$ cat src/rtl/axi_arb_pkg.sv
// axi_arb_pkg -- shared types and helpers for the arbitrated channel mux.
//   slice_state_t : occupancy of the two-entry skid slice (EMPTY/ONE/FULL).
//   ARB_IDX_W()   : width of a binary port index for a given port count.
package axi_arb_pkg;

  typedef enum logic [1:0] {
    ST_EMPTY = 2'b00,
    ST_ONE   = 2'b01,
    ST_FULL  = 2'b10
  } slice_state_t;

  // Binary index width; never narrower than one bit.
  function automatic int ARB_IDX_W(input int ports);
    return (ports < 2) ? 1 : $clog2(ports);
  endfunction

endpackage

$ cat src/rtl/axi_arb_skid.sv
// axi_arb_skid -- two-entry full-throughput register slice.
//   clk, rst  : clock, synchronous active-high reset
//   i_data    : payload of the beat being transferred (last flag in the MSB)
//   i_valid   : a transfer happens this cycle (already qualified by o_acc)
//   o_acc     : slice can accept a beat; registered, never depends on i_ready
//   o_data    : output register contents
//   o_valid   : output register holds a beat
//   i_ready   : downstream ready
// Option AXI_ARB_MUX_TMR_EN: state, output and skid registers are triplicated,
// majority voted before use, and every replica is rewritten from the voted
// next value each cycle so a single upset is scrubbed out after one clock.
module axi_arb_skid
  import axi_arb_pkg::*;
#(
  parameter int W = 65
) (
  input  logic         clk,
  input  logic         rst,
  input  logic [W-1:0] i_data,
  input  logic         i_valid,
  output logic         o_acc,
  output logic [W-1:0] o_data,
  output logic         o_valid,
  input  logic         i_ready
);

  slice_state_t w_state;
  slice_state_t w_state_nx;
  logic [W-1:0] w_out;
  logic [W-1:0] w_out_nx;
  logic [W-1:0] w_skid;
  logic [W-1:0] w_skid_nx;

  always_comb begin
    // NOTE: every signal written here gets a default first, so no path leaves
    // it unassigned and no latch is inferred.
    w_state_nx = w_state;
    w_out_nx   = w_out;
    w_skid_nx  = w_skid;
    case (w_state)
      ST_EMPTY: begin
        if (i_valid) begin
          w_out_nx   = i_data;
          w_state_nx = ST_ONE;
        end
      end
      ST_ONE: begin
        if (i_valid && i_ready) begin
          w_out_nx = i_data;
        end else if (i_valid) begin
          w_skid_nx  = i_data;
          w_state_nx = ST_FULL;
        end else if (i_ready) begin
          w_state_nx = ST_EMPTY;
        end
      end
      ST_FULL: begin
        if (i_ready) begin
          w_out_nx   = w_skid;
          w_state_nx = ST_ONE;
        end
      end
      // An illegal encoding (only reachable through an upset) recovers to EMPTY.
      default: w_state_nx = ST_EMPTY;
    endcase
  end

`ifdef AXI_ARB_MUX_TMR_EN
  logic [1:0]   w_state_rep [3];
  logic [W-1:0] w_out_rep   [3];
  logic [W-1:0] w_skid_rep  [3];
  logic [1:0]   w_state_v;

  for (genvar k = 0; k < 3; k++) begin : g_rep
    logic [1:0]   r_state;
    logic [W-1:0] r_out;
    logic [W-1:0] r_skid;

    always_ff @(posedge clk) begin
      if (rst) begin
        r_state <= ST_EMPTY;
        r_out   <= '0;
        r_skid  <= '0;
      end else begin
        r_state <= w_state_nx;
        r_out   <= w_out_nx;
        r_skid  <= w_skid_nx;
      end
    end

    assign w_state_rep[k] = r_state;
    assign w_out_rep[k]   = r_out;
    assign w_skid_rep[k]  = r_skid;
  end

  axi_tmr_simple_voter #(.W(2)) u_vote_state (
    .i_a(w_state_rep[0]), .i_b(w_state_rep[1]), .i_c(w_state_rep[2]), .o_y(w_state_v)
  );
  axi_tmr_simple_voter #(.W(W)) u_vote_out (
    .i_a(w_out_rep[0]), .i_b(w_out_rep[1]), .i_c(w_out_rep[2]), .o_y(w_out)
  );
  axi_tmr_simple_voter #(.W(W)) u_vote_skid (
    .i_a(w_skid_rep[0]), .i_b(w_skid_rep[1]), .i_c(w_skid_rep[2]), .o_y(w_skid)
  );

  assign w_state = slice_state_t'(w_state_v);
`else
  slice_state_t r_state;
  logic [W-1:0] r_out;
  logic [W-1:0] r_skid;

  always_ff @(posedge clk) begin
    // NOTE: sequential state uses non-blocking assignments so every register
    // samples pre-edge values regardless of statement order.
    if (rst) begin
      r_state <= ST_EMPTY;
      // NOTE: the data registers are reset as well, because m_data must read
      // zero out of reset; they are plain flops, not a RAM.
      r_out   <= '0;
      r_skid  <= '0;
    end else begin
      r_state <= w_state_nx;
      r_out   <= w_out_nx;
      r_skid  <= w_skid_nx;
    end
  end

  assign w_state = r_state;
  assign w_out   = r_out;
  assign w_skid  = r_skid;
`endif

  assign o_acc   = (w_state != ST_FULL);
  assign o_valid = (w_state == ST_ONE) || (w_state == ST_FULL);
  assign o_data  = w_out;

endmodule

$ cat src/rtl/axi_tmr_simple_voter.sv
// axi_tmr_simple_voter -- bitwise 2-of-3 majority voter.
//   W   : vector width
//   i_a, i_b, i_c : the three replicas
//   o_y : voted value
module axi_tmr_simple_voter #(
  parameter int W = 1
) (
  input  logic [W-1:0] i_a,
  input  logic [W-1:0] i_b,
  input  logic [W-1:0] i_c,
  output logic [W-1:0] o_y
);

  assign o_y = (i_a & i_b) | (i_a & i_c) | (i_b & i_c);

endmodule

$ cat src/rtl/axi_arb_mux.sv
// axi_arb_mux -- per-channel front end of the TMR-voted arbiter.
// Turns per-port valid/ready into the arbiter request vector, muxes the
// granted port (by encoded index) into a two-entry skid slice, pulses
// acknowledge on releasing transfers and flags inconsistent grants.
//   clk, rst      : clock, synchronous active-high reset
//   s_data/s_last/s_valid/s_ready : upstream ports (port i at [i*DATA_WIDTH +: DATA_WIDTH])
//   request, acknowledge          : to the arbiter
//   grant, grant_valid, grant_encoded : from the arbiter
//   m_data/m_last/m_valid/m_ready : downstream channel
//   grant_err     : sticky, grant one-hot disagrees with grant_encoded
// Option AXI_ARB_MUX_TMR_EN: triplicated, voted, scrubbed slice (see axi_arb_skid).
module axi_arb_mux
  import axi_arb_pkg::*;
#(
  parameter int PORTS      = 4,
  parameter int DATA_WIDTH = 64,
  parameter int USE_LAST   = 0
) (
  input  logic                        clk,
  input  logic                        rst,
  input  logic [PORTS*DATA_WIDTH-1:0] s_data,
  input  logic [PORTS-1:0]            s_last,
  input  logic [PORTS-1:0]            s_valid,
  output logic [PORTS-1:0]            s_ready,
  output logic [PORTS-1:0]            request,
  output logic [PORTS-1:0]            acknowledge,
  input  logic [PORTS-1:0]            grant,
  input  logic                        grant_valid,
  input  logic [ARB_IDX_W(PORTS)-1:0] grant_encoded,
  output logic [DATA_WIDTH-1:0]       m_data,
  output logic                        m_last,
  output logic                        m_valid,
  input  logic                        m_ready,
  output logic                        grant_err
);

  localparam int IDX_W = ARB_IDX_W(PORTS);
  localparam int SW    = DATA_WIDTH + 1;

  logic [IDX_W-1:0]      w_sel;
  logic                  w_acc;
  logic [DATA_WIDTH-1:0] w_mux_data;
  logic                  w_mux_last;
  logic                  w_mux_valid;
  logic                  w_in_last;
  logic                  w_xfer;
  logic                  w_release;
  logic [PORTS-1:0]      w_onehot;
  logic [SW-1:0]         w_slice_out;
  logic                  r_grant_err;

  assign request = s_valid;
  assign w_sel   = grant_encoded;

  // Index compare instead of a variable part-select keeps an out-of-range
  // encoded index (non power-of-two PORTS) from selecting anything.
  always_comb begin
    w_mux_data  = '0;
    w_mux_last  = 1'b0;
    w_mux_valid = 1'b0;
    for (int i = 0; i < PORTS; i++) begin
      if (w_sel == IDX_W'(i)) begin
        w_mux_data  = s_data[i*DATA_WIDTH +: DATA_WIDTH];
        w_mux_last  = s_last[i];
        w_mux_valid = s_valid[i];
      end
    end
  end

  // Transfers are suppressed during reset so no partial ack escapes.
  assign w_xfer    = w_mux_valid & w_acc & grant_valid & ~rst;
  assign w_release = w_xfer & ((USE_LAST == 0) | w_mux_last);
  assign w_in_last = (USE_LAST != 0) ? w_mux_last : 1'b1;

  always_comb begin
    s_ready     = '0;
    acknowledge = '0;
    for (int i = 0; i < PORTS; i++) begin
      if (w_sel == IDX_W'(i)) begin
        s_ready[i]     = w_acc & grant_valid & ~rst;
        acknowledge[i] = w_release;
      end
    end
  end

  axi_arb_skid #(.W(SW)) u_skid (
    .clk     (clk),
    .rst     (rst),
    .i_data  ({w_in_last, w_mux_data}),
    .i_valid (w_xfer),
    .o_acc   (w_acc),
    .o_data  (w_slice_out),
    .o_valid (m_valid),
    .i_ready (m_ready)
  );

  assign m_data = w_slice_out[DATA_WIDTH-1:0];
  assign m_last = w_slice_out[DATA_WIDTH];

  assign w_onehot = {{(PORTS-1){1'b0}}, 1'b1} << grant_encoded;

  always_ff @(posedge clk) begin
    if (rst) begin
      r_grant_err <= 1'b0;
    end else if (grant_valid && (grant != w_onehot)) begin
      r_grant_err <= 1'b1;
    end
  end

  assign grant_err = r_grant_err;

endmodule

$ cat config.mk
export PLATFORM = sky130hd
export DESIGN_NAME = axi_arb_mux
export DESIGN_NICKNAME = d
export VERILOG_FILES = /design/src/rtl/axi_arb_pkg.sv /design/src/rtl/axi_arb_skid.sv /design/src/rtl/axi_tmr_simple_voter.sv /design/src/rtl/axi_arb_mux.sv
export SDC_FILE = /design/constraint.sdc
export NUM_CORES = 1
export LEC_CHECK = 0
export CAP_MARGIN = 20
export CORE_AREA = 2 2 137 139
export DETAILED_ROUTE_END_ITERATION = 12
export DIE_AREA = 0 0 139 141
export PLACE_DENSITY = 0.81
export SYNTH_ARGS = -nofsm -noshare
export SYNTH_HDL_FRONTEND = slang
export SYNTH_SLANG_ARGS = --single-unit
$ cat constraint.sdc
create_clock -name clk -period 3.09 [get_ports clk]
set_input_delay 0.4635 -clock clk [delete_from_list [all_inputs] [get_ports clk]]
set_output_delay 0.4635 -clock clk [all_outputs]
set_load 0.01 [all_outputs]
After elaboration in Yosys (flattened, before gate mapping). Index checks and enable logic that the tools add are counted.

Flip-flop bits (word level): 133. Input port bits: 274. Output and inout port bits: 79. Logic and storage cells: 59.

Eq/ne operators: 12. Shifts and indexed selects: 1. Multiplexer cells: 26. Bitwise logic cells: 7. Reductions and logical operators: 9.

Operators by type and width (number): 64-bit two-way mux (4); 65-bit two-way mux (3); 65-bit case mux with 3 select lines (1); 1-bit two-way mux (12); 2-bit two-way mux (5); 4-bit AND reduction (2); 2-bit equality test, second input constant (3); 2-bit != test, second input constant (3); 2-bit case mux with 3 select lines (1); 1-bit bitwise AND (5); 2-bit by 1-bit equality test with 1-bit output, second input constant (2); 2-bit logical NOT (2); 2-bit by 1-bit != test with 1-bit output, second input constant (2); 4-bit != test (1); 1-bit by 2-bit << shifter with 4-bit output, first input constant (1); 3-bit by 2-bit != test with 1-bit output, second input constant (1); 3-bit AND reduction (1); 3-bit nonzero test (1); 1-bit logical AND (2); 1-bit inverter (2); 1-bit logical OR (1).

Depth between registers and ports, before layout.
Depth in word-level cells: 11. Gate-level depth with buffers: 10. Mapped depth without buffers: 7.

Modules after synthesis. From an unflattened synthesis, not the netlist that was laid out.

Cell total of the unflattened synthesis: 801. Area, all modules: 7843.8 um^2.

Modules (own cells, without submodules): axi_arb_skid (instances 1, cells an instance 692, area an instance 6093.3 um^2, seq. area each 2642.5 um^2); axi_arb_mux (instances 1, cells an instance 109, area an instance 1750.4 um^2, seq. area each 20.0 um^2).

Least setup slack after synthesis. No wires, ideal clock.

Kind: reg-to-output. Start: register u_skid.r_state[0]. End: output port s_ready[0]. Arrival: 1.764 ns. Required time: 2.626 ns. Path slack: 0.862 ns. Cell stages (with the launch flop): 7. Cells stage by stage: dfxtp_1 inv_1 ha_1 clkbuf_1 clkbuf_1 or3b_2 nor3_1.

Word-level cells in the longest chain between the ends: 4.

RTL lines: start: declaration (RTL line axi_arb_skid.sv:108) `slice_state_t r_state;`; start signal: assignment (RTL line axi_arb_skid.sv:122) `r_state <= w_state_nx;`; 2-bit != test (RTL line axi_arb_skid.sv:133) `assign o_acc = (w_state != ST_FULL);`; 1-bit bitwise AND (2 in series) (RTL line axi_arb_mux.sv:80) `s_ready[i] = w_acc & grant_valid & ~rst;`; 1-bit two-way mux (RTL line axi_arb_mux.sv:79) `if (w_sel == IDX_W'(i)) begin`; end: declaration (RTL line axi_arb_mux.sv:24) `output logic [PORTS-1:0] s_ready,`.

Every way passes these cells.

Worst setup path in the final report.
Start: register u_skid.r_state[0]. End: output port acknowledge[0].

Word-level cells in the longest chain between the ends: 5.

RTL lines: 2-bit != test (RTL line axi_arb_skid.sv:133); 1-bit bitwise AND (3 in series) (RTL line axi_arb_mux.sv:71) `assign w_xfer = w_mux_valid & w_acc & grant_valid & ~rst;`; 1-bit two-way mux (RTL line axi_arb_mux.sv:79); end: declaration (RTL line axi_arb_mux.sv:26) `output logic [PORTS-1:0] acknowledge,`.

Every way passes these cells.

==> flow_summary.toml <==
[setup_path]
critPathCaptureType = "primary output"
crit_required_ns = 2.63
path_class = "register to primary output"
cp_data_arrival_time_ns = 2.40
crit_path_start_kind = "register"
crit_fanout = 6

[timing]
skew_ns = 0.00822
tns_ns = 0
hold-worst-slack_ns = 0.448
setup_viol = 0
fin_crit_sh = 0.927
drv_slew = 0
rsz0062_at_grt = "no"
slew_headroom = 0.428
period_minus_slack_ns = 2.87
max_freq_mhz = 349
worstMarginPinSlew_ns = 0.857
finalHoldViolations = 0

[cells_and_area]
multi_input_area_sq_um = 4240
num-nets-final = 1365
area_growth_pct = 56.8
antenna-diode-count = 0
nFillCells = 1535
drive_gt1_frac = 0.116
register_area_sq_um = 2660

[synth]
async_reset_ff_frac = 0
synth.top_cell.area_share = 0.366
synth_seq_cells = 133
syn-num-nets = 1064
yosys.cell_types.count = 34
ys_seq_area_frac = 0.366
yosys.area.top_type = "dfxtp_1"
synth_area_leaders = "dfxtp_1, mux4_2, a21oi_1, nand2_1, o21a_1"
synth_ff_type = "dfxtp_1"
synth.avg_cell_area_sq_um = 9.27
synth_area_sq_um = 7280
synth_edf_count = 0
yosysWarnings = 0
syn_inst = 785
yosysMostFrequentCell = "nand2_1"
synth_common_cells = "nand2_1, dfxtp_1, a21oi_1"

[clocking]
worst_skew_pair.late_latency_ns = 0.41
cts_inserted_buffers = 17
root_buffer = "clkbuf_16"
cts.path.max_buffers = 2
htreeDepth = 4
cts_tree = "done"
clkTransAtPathRegs_ns = 0.06
cts.sinks = 133
post_cts_buffers = 0

[placement]
hpwl_um = 16800
routabilityCongestion = 0.757
portBuffers = 348

[route]
wl_um = 23500
vias_per_cell = 5.43
ant_nets = 0
vias = 7237
drc_errors = 0
drt_first_pass_iters = 5
drtIter0Drc = 391
wire_per_inst_um = 17.6

[floorplanning]
die_y_um = 141
die_x_um = 139
placementRows = 50
die_area_sq_um = 19600
coreArea_sq_um = 18300
start_util = 0.398
io_pins = 353

[job]
cap_violations = 0

[global_routing]
grt_start_max_net_pins = 79
antenna_found_initial = 0
grt_pass1_vias = 7217
track_usage = 0.233
gr-total-overflow = 0
grt_pass1_wl_um = 36700

[power]
p_leak_nw = 3.87
total_power_mw = 6.57
power.density_nw_per_um2 = 576
ir_worst_vdd_mv = 0.417

[min_path]
hp-class = "register to register"

[run_status]
status = "completed"
[state kept, by name (all words and copies together) (netlist names)]
name and cells:
u_skid.r_skid 65, u_skid.r_state 2, u_skid.o_data 65, grant_err 1
[cell families (layout without fill, tap and decap cells)]
group | count (synthesis) | in the layout | share of synthesized area
AO/OA/AOI/OAI | 269 | 269 | 0.211
multiplexers | 66 | 66 | 0.203
AND/OR/NAND/NOR | 224 | 224 | 0.156
flip-flops | 133 | 133 | 0.366
adder cells (fa/ha/maj) | 5 | 5 | 0.00860
buffers and inverters | 88 | 402 | 0.0562
[metal layers]
layer  share of wire  global-route usage  vias up
met2            0.52               0.415      288
met3           0.064              0.0533       42
li1                -                   -     3449
met5               0                   0        -
met4           0.022              0.0797        0
met1            0.39               0.279     3458
[power breakdown]
group	total, mW	leakage (nW)	switching, mW	internal, mW
Combinational	2.41	2.52	1.07	1.34
Clock	1.91	0.261	0.778	1.13
Sequential	2.25	1.08	0.186	2.06
[critical path, cell delays in order (launching register included)]
cell	delay, ns
dfxtp_1	0.41
inv_1	0.12
ha_4	0.19
nor3b_2	0.32
nand2_2	0.20
nor3_1	0.18
clkdlybuf4s50_1	0.57
[path summary, 6_finish.rpt]
path / startpoint / endpoint / slack, ns / cells after the start
max: u_skid.r_state[0] / acknowledge[0] / 0.22 / 6
min: u_skid.r_skid[59] / u_skid.r_skid[59] / 0.45 / 2
max reg2reg: u_skid.r_state[0] / u_skid.o_data[27] / 0.56 / 7
min reg2reg: u_skid.r_skid[59] / u_skid.r_skid[59] / 0.45 / 2
[stage by stage]
stage | instances | setup slack [ns] | instance area, sq um | utilization
2_1_floorplan | 785 | 0.862 | 7280 | -
4_1_cts | 1333 | 0.157 | 11400 | 0.624
3_3_place_gp | 1301 | 0.267 | 10800 | 0.593
3_5_place_dp | 1301 | 0.267 | 10800 | 0.593
5_1_grt | 1333 | 0.0778 | 11400 | 0.625
6_report | 1333 | 0.224 | 11400 | 0.625
[layout make-up]
type / instances / share of cell area
multi-input combinational: 564 / 0.372
timing repair buffer: 366 / 0.318
sequential: 133 / 0.233
clock buffer: 18 / 0.0385
tap: 234 / 0.0257
clock inverter: 14 / 0.0113
inverter: 4 / 0.00132
[timing repair]
item,in CTS,in global routing
hold buffers,0,0
setup endpoints to repair,0,1
resized for setup,0,1
[cell usage in the layout (no fill, tap or decap), types with 6 or more instances in the layout]
cell type,count
buf_4,18
clkinvlp_4,6
a21oi_1,131
clkdlybuf4s50_1,344
o21ai_0,66
mux4_2,65
nand3b_1,64
dfxtp_1,133
clkbuf_16,17
nor2_1,9
nand2_1,133
o21a_1,65
No activity file was read; power rests on OpenSTA's default activity.
